$ cat config.mk
export PLATFORM = sky130hd
export DESIGN_NAME = ram_nxw_2r1w
export DESIGN_NICKNAME = d
export VERILOG_FILES = /design/src/rtl/ram_nxw_2r1w.sv
export SDC_FILE = /design/constraint.sdc
export NUM_CORES = 1
export LEC_CHECK = 0
export ABC_AREA = 0
export BUFFER_PORTS_ARGS = -buffer_cell sky130_fd_sc_hd__buf_2
export CORE_MARGIN = 2
export CORE_UTILIZATION = 50
export DETAILED_ROUTE_END_ITERATION = 7
export HOLD_SLACK_MARGIN = 0.03
export PLACE_DENSITY = 0.69
export SLEW_MARGIN = 20
export SYNTH_ARGS = -nofsm -noshare
export SYNTH_HDL_FRONTEND = slang
export SYNTH_SLANG_ARGS = --single-unit
export TNS_END_PERCENT = 10
$ cat constraint.sdc
create_clock -name clk -period 2 [get_ports clk]
set_clock_uncertainty 0.15 [all_clocks]
set_input_delay 0.4 -clock clk [delete_from_list [all_inputs] [get_ports clk]]
set_output_delay 0.4 -clock clk [all_outputs]
set_load 0.02 [all_outputs]
$ cat src/rtl/ram_nxw_2r1w.sv
// 2-read/1-write register-file RAM with write/sweep forwarding and a one-word-per-cycle clear sequencer.
// Optional per-word even parity with error injection when PARITY_EN is defined.
module ram_nxw_2r1w #(
  parameter int DATA_W = 8,
  parameter int ADDR_W = 3
) (
  input  logic              clk,
  input  logic              reset,
  input  logic [DATA_W-1:0] Write_Data,
  input  logic [ADDR_W-1:0] Write_Address,
  input  logic              Write_Enable,
  input  logic [ADDR_W-1:0] Read_Address_1,
  input  logic              Read_Enable_1,
  input  logic [ADDR_W-1:0] Read_Address_2,
  input  logic              Read_Enable_2,
  input  logic              Clear_Start,
  output logic [DATA_W-1:0] Read_Data_1,
  output logic [DATA_W-1:0] Read_Data_2,
  output logic              Busy,
  output logic              Clear_Done,
  output logic              Write_Drop,
  input  logic              Parity_Flip,
  output logic              Parity_Error_1,
  output logic              Parity_Error_2
);

  localparam int DEPTH = 1 << ADDR_W;
  localparam logic [ADDR_W-1:0] LAST_ADDR = ADDR_W'(DEPTH - 1);

  typedef enum logic [1:0] {IDLE, CLEAR, DONE} state_t;

  state_t            state, next_state;
  logic [ADDR_W-1:0] ptr;
  logic [DATA_W-1:0] mem [DEPTH];
  logic              wr_accept;
  logic              sweeping;
  logic [DATA_W-1:0] rd_word_1, rd_word_2;

  assign sweeping   = (state == CLEAR);
  assign wr_accept  = Write_Enable && !sweeping;
  assign Busy       = sweeping;
  assign Clear_Done = (state == DONE);

  always_ff @(posedge clk or negedge reset) begin
    if (!reset) state <= IDLE;
    else        state <= next_state;
  end

  always_comb begin
    next_state = state;
    case (state)
      IDLE:    if (Clear_Start) next_state = CLEAR;
      CLEAR:   if (ptr == LAST_ADDR) next_state = DONE;
      DONE:    next_state = IDLE;
      default: next_state = IDLE;
    endcase
  end

  // Pointer parks at 0 outside the sweep so each sweep starts from word 0.
  always_ff @(posedge clk or negedge reset) begin
    if (!reset)        ptr <= '0;
    else if (sweeping) ptr <= ptr + 1'b1;
    else               ptr <= '0;
  end

  always_ff @(posedge clk or negedge reset) begin
    if (!reset) begin
      for (int i = 0; i < DEPTH; i++) mem[i] <= '0;
    end else if (sweeping) begin
      mem[ptr] <= '0;
    end else if (wr_accept) begin
      mem[Write_Address] <= Write_Data;
    end
  end

  // Same-cycle write or sweep to the read address wins over the stored word.
  always_comb begin
    rd_word_1 = mem[Read_Address_1];
    rd_word_2 = mem[Read_Address_2];
    if (wr_accept && Write_Address == Read_Address_1) rd_word_1 = Write_Data;
    else if (sweeping && ptr == Read_Address_1)       rd_word_1 = '0;
    if (wr_accept && Write_Address == Read_Address_2) rd_word_2 = Write_Data;
    else if (sweeping && ptr == Read_Address_2)       rd_word_2 = '0;
  end

  always_ff @(posedge clk or negedge reset) begin
    if (!reset) begin
      Read_Data_1 <= '0;
      Read_Data_2 <= '0;
      Write_Drop  <= 1'b0;
    end else begin
      if (Read_Enable_1) Read_Data_1 <= rd_word_1;
      if (Read_Enable_2) Read_Data_2 <= rd_word_2;
      Write_Drop <= Write_Enable && sweeping;
    end
  end

`ifdef PARITY_EN
  logic par [DEPTH];
  logic rd_par_1, rd_par_2;

  always_ff @(posedge clk or negedge reset) begin
    if (!reset) begin
      for (int i = 0; i < DEPTH; i++) par[i] <= 1'b0;
    end else if (sweeping) begin
      par[ptr] <= 1'b0;
    end else if (wr_accept) begin
      par[Write_Address] <= (^Write_Data) ^ Parity_Flip;
    end
  end

  // Parity bit follows the same forwarding priority as the data word.
  always_comb begin
    rd_par_1 = par[Read_Address_1];
    rd_par_2 = par[Read_Address_2];
    if (wr_accept && Write_Address == Read_Address_1) rd_par_1 = (^Write_Data) ^ Parity_Flip;
    else if (sweeping && ptr == Read_Address_1)       rd_par_1 = 1'b0;
    if (wr_accept && Write_Address == Read_Address_2) rd_par_2 = (^Write_Data) ^ Parity_Flip;
    else if (sweeping && ptr == Read_Address_2)       rd_par_2 = 1'b0;
  end

  always_ff @(posedge clk or negedge reset) begin
    if (!reset) begin
      Parity_Error_1 <= 1'b0;
      Parity_Error_2 <= 1'b0;
    end else begin
      if (Read_Enable_1) Parity_Error_1 <= rd_par_1 ^ (^rd_word_1);
      if (Read_Enable_2) Parity_Error_2 <= rd_par_2 ^ (^rd_word_2);
    end
  end
`else
  logic unused_parity_flip;
  assign unused_parity_flip = Parity_Flip;
  assign Parity_Error_1     = 1'b0;
  assign Parity_Error_2     = 1'b0;
`endif

endmodule

* After elaboration in Yosys (flattened, before gate mapping)
Index checks and enable logic that the tools add are counted.
** Storage, ports and cells
- Register bits :: 86
- Bits in latches :: 0
- Bits in writable memories :: 0
- ROM bits :: 0
- Bits of input ports :: 24
- Output and inout bits :: 21
- Memories :: 0
** Operators by class
- $add $sub $neg :: 1
- Multiply operators :: 0
- Div/mod/pow operators :: 0
- $lt $le $gt $ge :: 6
- Equal/unequal tests :: 9
- Shift operators :: 0
- Muxes and demuxes :: 21
- Bitwise operators :: 6
- Reduce and logical (&&, ||, !) cells :: 12
** Operators by type and width (count)
- 2-to-1 mux 64 bit :: 2
- 2-to-1 mux 8 bit :: 10
- bitwise AND 64 bit :: 1
- bitwise mux 64 bit :: 1
- NOT 64 bit :: 1
- binary-select mux 8 bit (select 3 bit) :: 2
- demux 8 bit (select 3 bit) :: 2
- greater-or-equal comparator 4 bit (second input constant) :: 4
- NOT 3 -> 4 bit :: 4
- == test 3 bit :: 4
- logical AND 1 bit :: 8
- < comparator 4 x 1 -> 1 bit (second input constant) :: 2
- 2-to-1 mux 2 bit :: 2
- case mux 2 bit (2 select lines) :: 1
- adder 3 x 1 -> 3 bit (second input constant) :: 1
- == test 3 bit (second input constant) :: 1
- 2-to-1 mux 3 bit :: 1
- == test 2 x 1 -> 1 bit (second input constant) :: 1
- == test 2 bit (second input constant) :: 1
- logical NOT 2 bit :: 1
- inequality test 2 x 1 -> 1 bit (second input constant) :: 1
- inequality test 2 bit (second input constant) :: 1
- AND reduction 2 bit :: 1
- nonzero test 2 bit :: 1
- logical NOT 1 bit :: 1

* Depth between registers and ports, before layout
Gate-level depths: netlist of the first run.
- Depth after elaboration :: 8
- Depth in mapped cells :: 7
- Gate-level depth less buffers :: 5

* Least setup slack after synthesis of the first run
Ideal clock, no wire load.
- Kind :: input to register
- From :: in Read_Address_2[0]
- To :: reg Read_Data_2[0]
- Data arrival time :: 1626 ps
- Required time :: 1713 ps
- Setup slack :: 87 ps
- Stages :: 6
- Path buffers :: 2
- Path through :: buf_6 -> buf_12 -> mux4_2 -> mux2_2 -> a22oi_1 -> a21oi_1
** Between the ends
- Longest elaborated chain between the ends :: 6
- Elaborated cells on any way between the ends :: 10
** RTL lines
- from (decl) :: RTL line 14 : input logic [ADDR_W-1:0] Read_Address_2,
- NOT 3 -> 4 bit (implied by the code) :: RTL line 79 : rd_word_2 = mem[Read_Address_2];
- binary-select mux 8 bit (select 3 bit) :: RTL line 79
- 2-to-1 mux 8 bit (implied by the code) (2 in a row) :: RTL line 79
- 2-to-1 mux 8 bit :: RTL line 83 : else if (sweeping && ptr == Read_Address_2) rd_word_2 = '0;
- 2-to-1 mux 8 bit * :: RTL line 82 : if (wr_accept && Write_Address == Read_Address_2) rd_word_2 = Write_Data;
- to (signal assigned) :: RTL line 93 : if (Read_Enable_2) Read_Data_2 <= rd_word_2;
- to (decl) :: RTL line 18 : output logic [DATA_W-1:0] Read_Data_2,
Mark *: on every way between the ends. The rest lies on a longest branch, timed or not. The select of a mux whose other input is x is not followed.
A chain may end at the register's enable or synchronous reset.

* Worst setup path in the final report of the first run
- From :: reg state[1]
- To :: out Busy
** Between the ends
- Longest elaborated chain between the ends :: 1
** RTL lines
- from (decl) :: RTL line 32 : state_t state, next_state;
- from (signal assigned) :: RTL line 46 : else state <= next_state;
- == test 2 x 1 -> 1 bit :: RTL line 39 : assign sweeping = (state == CLEAR);
- to (decl) :: RTL line 19 : output logic Busy,
No other way between the ends.

==> results of run 1 <==
[report_power, final]
part	internal, mW	switching, mW
Sequential	2.30	0.481
Clock	0.593	0.673
Combinational	1.26	1.22
Total	4.15	2.38
[layout make-up]
class | instances | area [sq um]
inverter | 1 | 8.758
timing repair buffer | 83 | 625.6
fill | 676 | 3442
sequential | 86 | 2152
tap | 108 | 135.1
multi-input combinational | 219 | 2240
clock inverter | 7 | 78.83
clock buffer | 9 | 123.9
[worst register-to-register path: cells and delay by family, from the launching register on]
family	cells	cell delay (ns)
AO/OA/AOI/OAI	2	0.44
AND/OR/NAND/NOR	3	0.81
flip-flops	1	0.39
[metal layers]
| layer | share of wire, % | track usage (%) | vias up |
|---|---|---|---|
| li1 | - | - | 1453 |
| met1 | 42 | 36.99 | 1769 |
| met2 | 49 | 39.66 | 155 |
| met3 | 7.0 | 4.216 | 17 |
| met4 | 1.8 | 9.062 | 0 |
| met5 | 0 | 0 | - |
[kinds of logic after synthesis]
kind of cell,count (synthesis)
adder cells (fa/ha/maj),2
AND/OR/NAND/NOR,48
buffers and inverters,33
XOR/XNOR,12
flip-flops,86
other,1
multiplexers,48
AO/OA/AOI/OAI,107
[stage by stage]
stage	utilization (%)	power [mW]
detailed placement	58.28	5.221
global route	60.91	6.882
finish	60.91	6.526
CTS	60.73	6.506
floorplan	-	4.345
global placement	58.28	5.131
[final timing paths]
path,start,end,cells after the start
setup / recovery,state[1]$_DFFE_PN0P_,Busy,3
hold / removal,Clear_Start,state[0]$_DFFE_PN0P_,3
setup reg to reg,state[1]$_DFFE_PN0P_,Read_Data_1[7]$_DFFE_PN0P_,5
hold reg to reg,state[1]$_DFFE_PN0P_,state[0]$_DFFE_PN0P_,1
max in group asynchronous,reset,mem[34]$_DFFE_PN0P_,3
min in group asynchronous,reset,mem[7]$_DFFE_PN0P_,2
[sequential cells by signal, indices dropped and copies added, names as in the netlist]
register     flops
Write_Drop       1
state            2
mem             64
Read_Data_1      8
ptr              3
Read_Data_2      8
[cell usage after synthesis, drive strengths merged]
cell type | number | area share [%]
nand2b | 1 | 0.19
conb | 1 | 0.082
xor2 | 10 | 1.9
nor2 | 24 | 2.2
nor4 | 3 | 0.74
nand3b | 1 | 0.16
buf | 17 | 3.1
nand2 | 2 | 0.22
a41oi | 1 | 0.36
clkbuf | 15 | 1.3
nor3 | 4 | 1.0
dfrtp | 86 | 47
a31oi | 4 | 0.68
nor2b | 3 | 0.41
a211oi | 1 | 0.16
a22o | 64 | 12
inv | 1 | 0.082
a21oi | 21 | 2.5
mux2 | 16 | 3.9
ha | 2 | 0.55
and2 | 6 | 0.82
a22oi | 16 | 2.7
mux4 | 32 | 17
xnor2 | 2 | 0.38
and3 | 2 | 0.27
or3b | 1 | 0.19
nand3 | 1 | 0.11
[repair_timing]
| item | CTS | global route |
|---|---|---|
| setup buffers | 0 | 0 |
| endpoints found under the setup margin | 1 | 7 |
| hold endpoints to repair | 29 | 0 |
| cloned | 0 | 0 |
| gates resized for setup | 1 | 4 |
| hold buffers | 1 | 0 |
==> key figures, run 1 <==
Status
  • Outcome: completed

Finish
  • Nets: 426
  • Most frequent cells in the layout: dfrtp_1, a22o_1, buf_2, buf_4, nor2_1
  • Antenna cells: 0
  • Most common cell after layout, fill and taps aside: dfrtp_1
  • Share of post-route cells with drive strength above 1: 37.53%
  • Area growth, synth to finish: 17.23%
  • Final Non-Filler Cells: 513
  • Design area: 5364 sq um

Floorplan
  • Die X: 99.66 microns
  • Io pins: 45
  • Die H: 99.66 microns
  • Initial core utilization: 51.96%
  • Row cnt: 34
  • Die Area: 9932 sq um
  • CORE AREA: 8806 sq um

CTS
  • Clock tree root driver cell: clkbuf_8
  • Clock buffer depth: 2
  • Worst-path clk slew: 0.08 ns
  • Clk_lat worst skew: 0.37 ns
  • CTS tree: done
  • TritonCTS Sinks: 86
  • CTS Buf Count: 9
  • CTS H-tree lvls: 3

Worst setup path
  • Worst path cell trace: nand2b_2 -> clkinv_4 -> buf_2
  • Crit end category: output port
  • Worst Path Required: 1.45 ns
  • CP max stage delay: 0.39 ns
  • Delay-heaviest family, CP: flip-flops
  • Worst EP arrival: 1.38 ns
  • Critical path buffer and inverter count: 2
  • R2R Setup Slk: 0.11 ns
  • Critical Path Start Type: flop
  • Slowest-stage cell, CP: dfrtp_1
  • CP Class: flop to output port
  • CP max FO: 13

Global routing
  • First-pass GRT wire length: 19210 microns
  • Pin count of the biggest net entering global routing: 39
  • Vias in the first global route: 3411
  • GRT Total Usage: 25.61%
  • Antenna violations before repair: 0
  • GR Overflow Total: 0

Routing
  • DRT Pass-1 Iters: 4
  • Vias per inst: 6.616
  • 1st-iter DRT viols: 268
  • Total routed wirelength: 11790 microns
  • WL/cell: 22.99 microns
  • DRC viols: 0
  • Via count: 3394
  • Final ANT Viol Nets: 0

Synthesis
  • Mux contribution to synthesized area: 20.59%
  • Yosys warns: 0
  • Seq/Total Area, Yosys: 47.03%
  • Largest family of logic cells by synthesized area: multiplexers
  • Post-Synthesis Cell Area: 4576 sq um
  • Synth cell types: 42
  • Post-synthesis simple-gate area fraction: 6.317%
  • Syn avg cell area: 13.58 sq um
  • Post-synthesis compound-gate area fraction: 18.73%
  • Post-Synth XOR/XNOR Area: 2.297%
  • Post-Synth Adder-Cell Area: 0.5469%
  • Cells after synthesis: 337
  • Flop and latch count out of synthesis: 86

Placed design
  • DP Cell Count: 496
  • Dpl hpwl: 8279 microns
  • Dpl ws: -0.1995 ns
  • Final Wtd Congestion: 0.8696
  • Number of port buffers: 41
  • Placed inst area: 5132 sq um

STA
  • Worst hold slack: 0.1663 ns
  • Hold Vio Cnt, Final: 0
  • Final Cycle Share: 96.25%
  • Peak Freq: 0.5195 GHz
  • Setup ws final: 0.07497 ns
  • Slew Limit Fails: 0
  • Setup-failing EPs final: 0
  • Setup TNS: 0 ns
  • Rel. slew slack: 64.60%
  • Worst-Margin Slew: 0.5310 ns
  • Clock period minus worst slack: 1.925 ns

Power
  • Static Leakage: 2.496 nW
  • IR drop worst, VDD: 562.1 uV
  • PD cells: 1217 nW/um^2

Run
  • Max cap viols: 0

Hold path
  • HP Class: primary input to flop
(Power assumes the default switching activity.)
==> run 2: changes to the inputs <==
==> constraint.sdc (replaced) <==
create_clock -name clk -period 2 [get_ports clk]
set_clock_uncertainty 0.15 [all_clocks]
set_input_delay 0.6 -clock clk [delete_from_list [all_inputs] [get_ports clk]]
set_output_delay 0.6 -clock clk [all_outputs]
set_load 0.02 [all_outputs]
==> key figures, run 2 (synthesis results as in run 1) <==
STA
  • Setup-failing EPs final: 0 (unchanged)
  • RSZ-0062 raised after global routing: true
  • Worst hold slack: 0.3101 ns (+0.1438 ns)
  • Final Cycle Share: 98.35% (+2.1 points)
  • Hold Vio Cnt, Final: 0 (unchanged)
  • Peak Freq: 0.5084 GHz (-2.1%)
  • Worst-Margin Slew: 0.8485 ns (+0.3174 ns)
  • Slew Limit Fails: 0 (unchanged)
  • Setup TNS: 0 ns (unchanged)
  • Setup ws final: 0.03295 ns (-0.04202 ns)
  • Clock period minus worst slack: 1.967 ns (+0.04202 ns)
  • Rel. slew slack: 43.17% (-21 points)

CTS
  • Clk_lat worst skew: 0.36 ns (about the same)
  • CTS Buf Count: 9 (unchanged)
  • Clock buffer depth: 2 (unchanged)
  • Worst-path clk slew: 0.09 ns (about the same)
  • TritonCTS Sinks: 86 (unchanged)
  • CTS H-tree lvls: 3 (unchanged)
  • Clock tree root driver cell: clkbuf_8
  • CTS tree: done

Finish
  • Most frequent cells in the layout: dfrtp_1, a22o_1, buf_2, buf_4
  • Largest regs: mem (64), Read_Data_1 (8), Read_Data_2 (8)
  • Reg area: 2152 sq um (unchanged)
  • Max reg flops: 64 (unchanged)
  • Nets: 431 (+1.2%)
  • Antenna cells: 0 (unchanged)
  • Register with the most flip-flops: mem
  • Fin util: 62.46% (+1.5 points)
  • Most common cell after layout, fill and taps aside: dfrtp_1
  • Area of the multi-input gates: 2308 sq um (+3.1%)
  • Fill cells: 689 (+1.9%)
  • Area growth, synth to finish: 20.21%
  • Design area: 5500 sq um (+2.5%)
  • Share of post-route cells with drive strength above 1: 39.51% (+2.0 points)
  • Final Non-Filler Cells: 518 (+0.97%)

Floorplan
  • Die Area: 9932 sq um (unchanged)
  • Io pins: 45 (unchanged)
  • CORE AREA: 8806 sq um (unchanged)
  • Die X: 99.66 microns (unchanged)
  • Initial core utilization: 51.96% (unchanged)
  • Die H: 99.66 microns (unchanged)
  • Row cnt: 34 (unchanged)

Status
  • Outcome: completed

Global routing
  • Antenna violations before repair: 0 (unchanged)
  • Vias in the first global route: 3421 (+0.29%)
  • Met1 Use GR: 36.81% (-0.18 points)
  • Pin count of the biggest net entering global routing: 32 (-18%)
  • First-pass GRT wire length: 19230 microns (+0.11%)
  • GR Overflow Total: 0 (unchanged)
  • Grt met3 use: 5.762% (+1.5 points)
  • GR peak layer: met2
  • GRT Total Usage: 25.79% (+0.19 points)
  • Met2 global-route usage: 40.12% (+0.47 points)

Routing
  • WL/cell: 23.21 microns (+0.94%)
  • Via count: 3412 (+0.53%)
  • Vias per inst: 6.587 (-0.44%)
  • Total routed wirelength: 12020 microns (+1.9%)
  • Final ANT Viol Nets: 0 (unchanged)
  • 1st-iter DRT viols: 248 (-7.5%)
  • DRC viols: 0 (unchanged)
  • DRT Pass-1 Iters: 6 (+2)

Power
  • Tot Pwr: 6.836 mW (+4.7%)
  • Static Leakage: 2.548 nW (+2.1%)
  • IR drop worst, VDD: 602.3 uV (+7.1%)
  • PD cells: 1243 nW/um^2 (+2.1%)

Worst setup path
  • Worst EP arrival: 2.06 ns (+0.68 ns)
  • CP Class: primary input to flop
  • Crit end category: flop
  • Worst Path Required: 2.09 ns (+0.64 ns)
  • CP max FO: 13 (unchanged)
  • Critical Path Start Type: primary input

Placed design
  • Dpl ws: -0.3732 ns (-0.1737 ns)
  • Placed inst area: 5204 sq um (+1.4%)
  • Dpl hpwl: 8341 microns (+0.74%)
  • Number of port buffers: 41 (unchanged)
  • DP Cell Count: 498 (+0.40%)
  • Final Wtd Congestion: 0.8090 (-7.0%)

Run
  • Max cap viols: 0 (unchanged)

Hold path
  • HP Class: flop to flop
run 2: changes by cell type in the layout (fill, tap and decap cells not counted), sizes merged:
cell / previous run / this run
clkinv: 4 / 0
bufinv: 1 / 2
inv: 3 / 1
buf: 82 / 87
clkinvlp: 0 / 1
clkbuf: 9 / 13
run 2: path summary, 6_finish.rpt:
| check | cells after the start | end | start | slack [ns] |
|---|---|---|---|---|
| max in group asynchronous | 3 | mem[62]$_DFFE_PN0P_ | reset | 0.65 |
| min in group asynchronous | 2 | state[0]$_DFFE_PN0P_ | reset | 0.55 |
| setup reg to reg | 5 | mem[16]$_DFFE_PN0P_ | state[0]$_DFFE_PN0P_ | 0.08 |
| hold reg to reg | 1 | state[0]$_DFFE_PN0P_ | state[1]$_DFFE_PN0P_ | 0.31 |
| setup / recovery | 6 | Read_Data_2[6]$_DFFE_PN0P_ | Read_Address_2[0] | 0.03 |
| hold / removal | 1 | state[0]$_DFFE_PN0P_ | state[1]$_DFFE_PN0P_ | 0.31 |
run 2: worst max-delay path: stages:
cell and delay (ns):
buf_2 0.10, buf_12 0.16, mux4_1 0.57, mux2_4 0.28, a22oi_1 0.22, a21oi_1 0.11
run 2: repair_timing:
| item | 4_1_cts | 5_1_grt |
|---|---|---|
| pin swaps | 0 | 0 |
| gates resized for setup | 3 | 11 |
| gates cloned | 0 | 0 |
| buffers inserted | 3 | 0 |
| endpoints found under the setup margin | 17 | 22 |
| hold endpoints to repair | 26 | 0 |
| hold buffers | 1 | 0 |
run 2: area by class of cell:
cell class                      instances  area share [%]
Inverter                                1          0.1137
Tap cell                              108           2.457
Timing Repair Buffer                   88           12.40
Sequential cell                        86           39.13
Clock buffer                           13           2.707
Clock inverter                          3           1.228
Multi-Input combinational cell        219           41.97
run 2: layer usage:
| metal | share of wire (%) | routed length [microns] |
|---|---|---|
| met5 | 0 | 0 |
| met4 | 1.6 | 196 |
| met3 | 8.1 | 979 |
| met2 | 49 | 5881 |
| met1 | 41 | 4963 |
run 2: where the power goes:
group	internal, mW	switching (mW)	total [mW]
Sequential	2.30	0.501	2.80
Combinational	1.39	1.27	2.67
Clock	0.740	0.624	1.36
Total	4.44	2.40	6.84
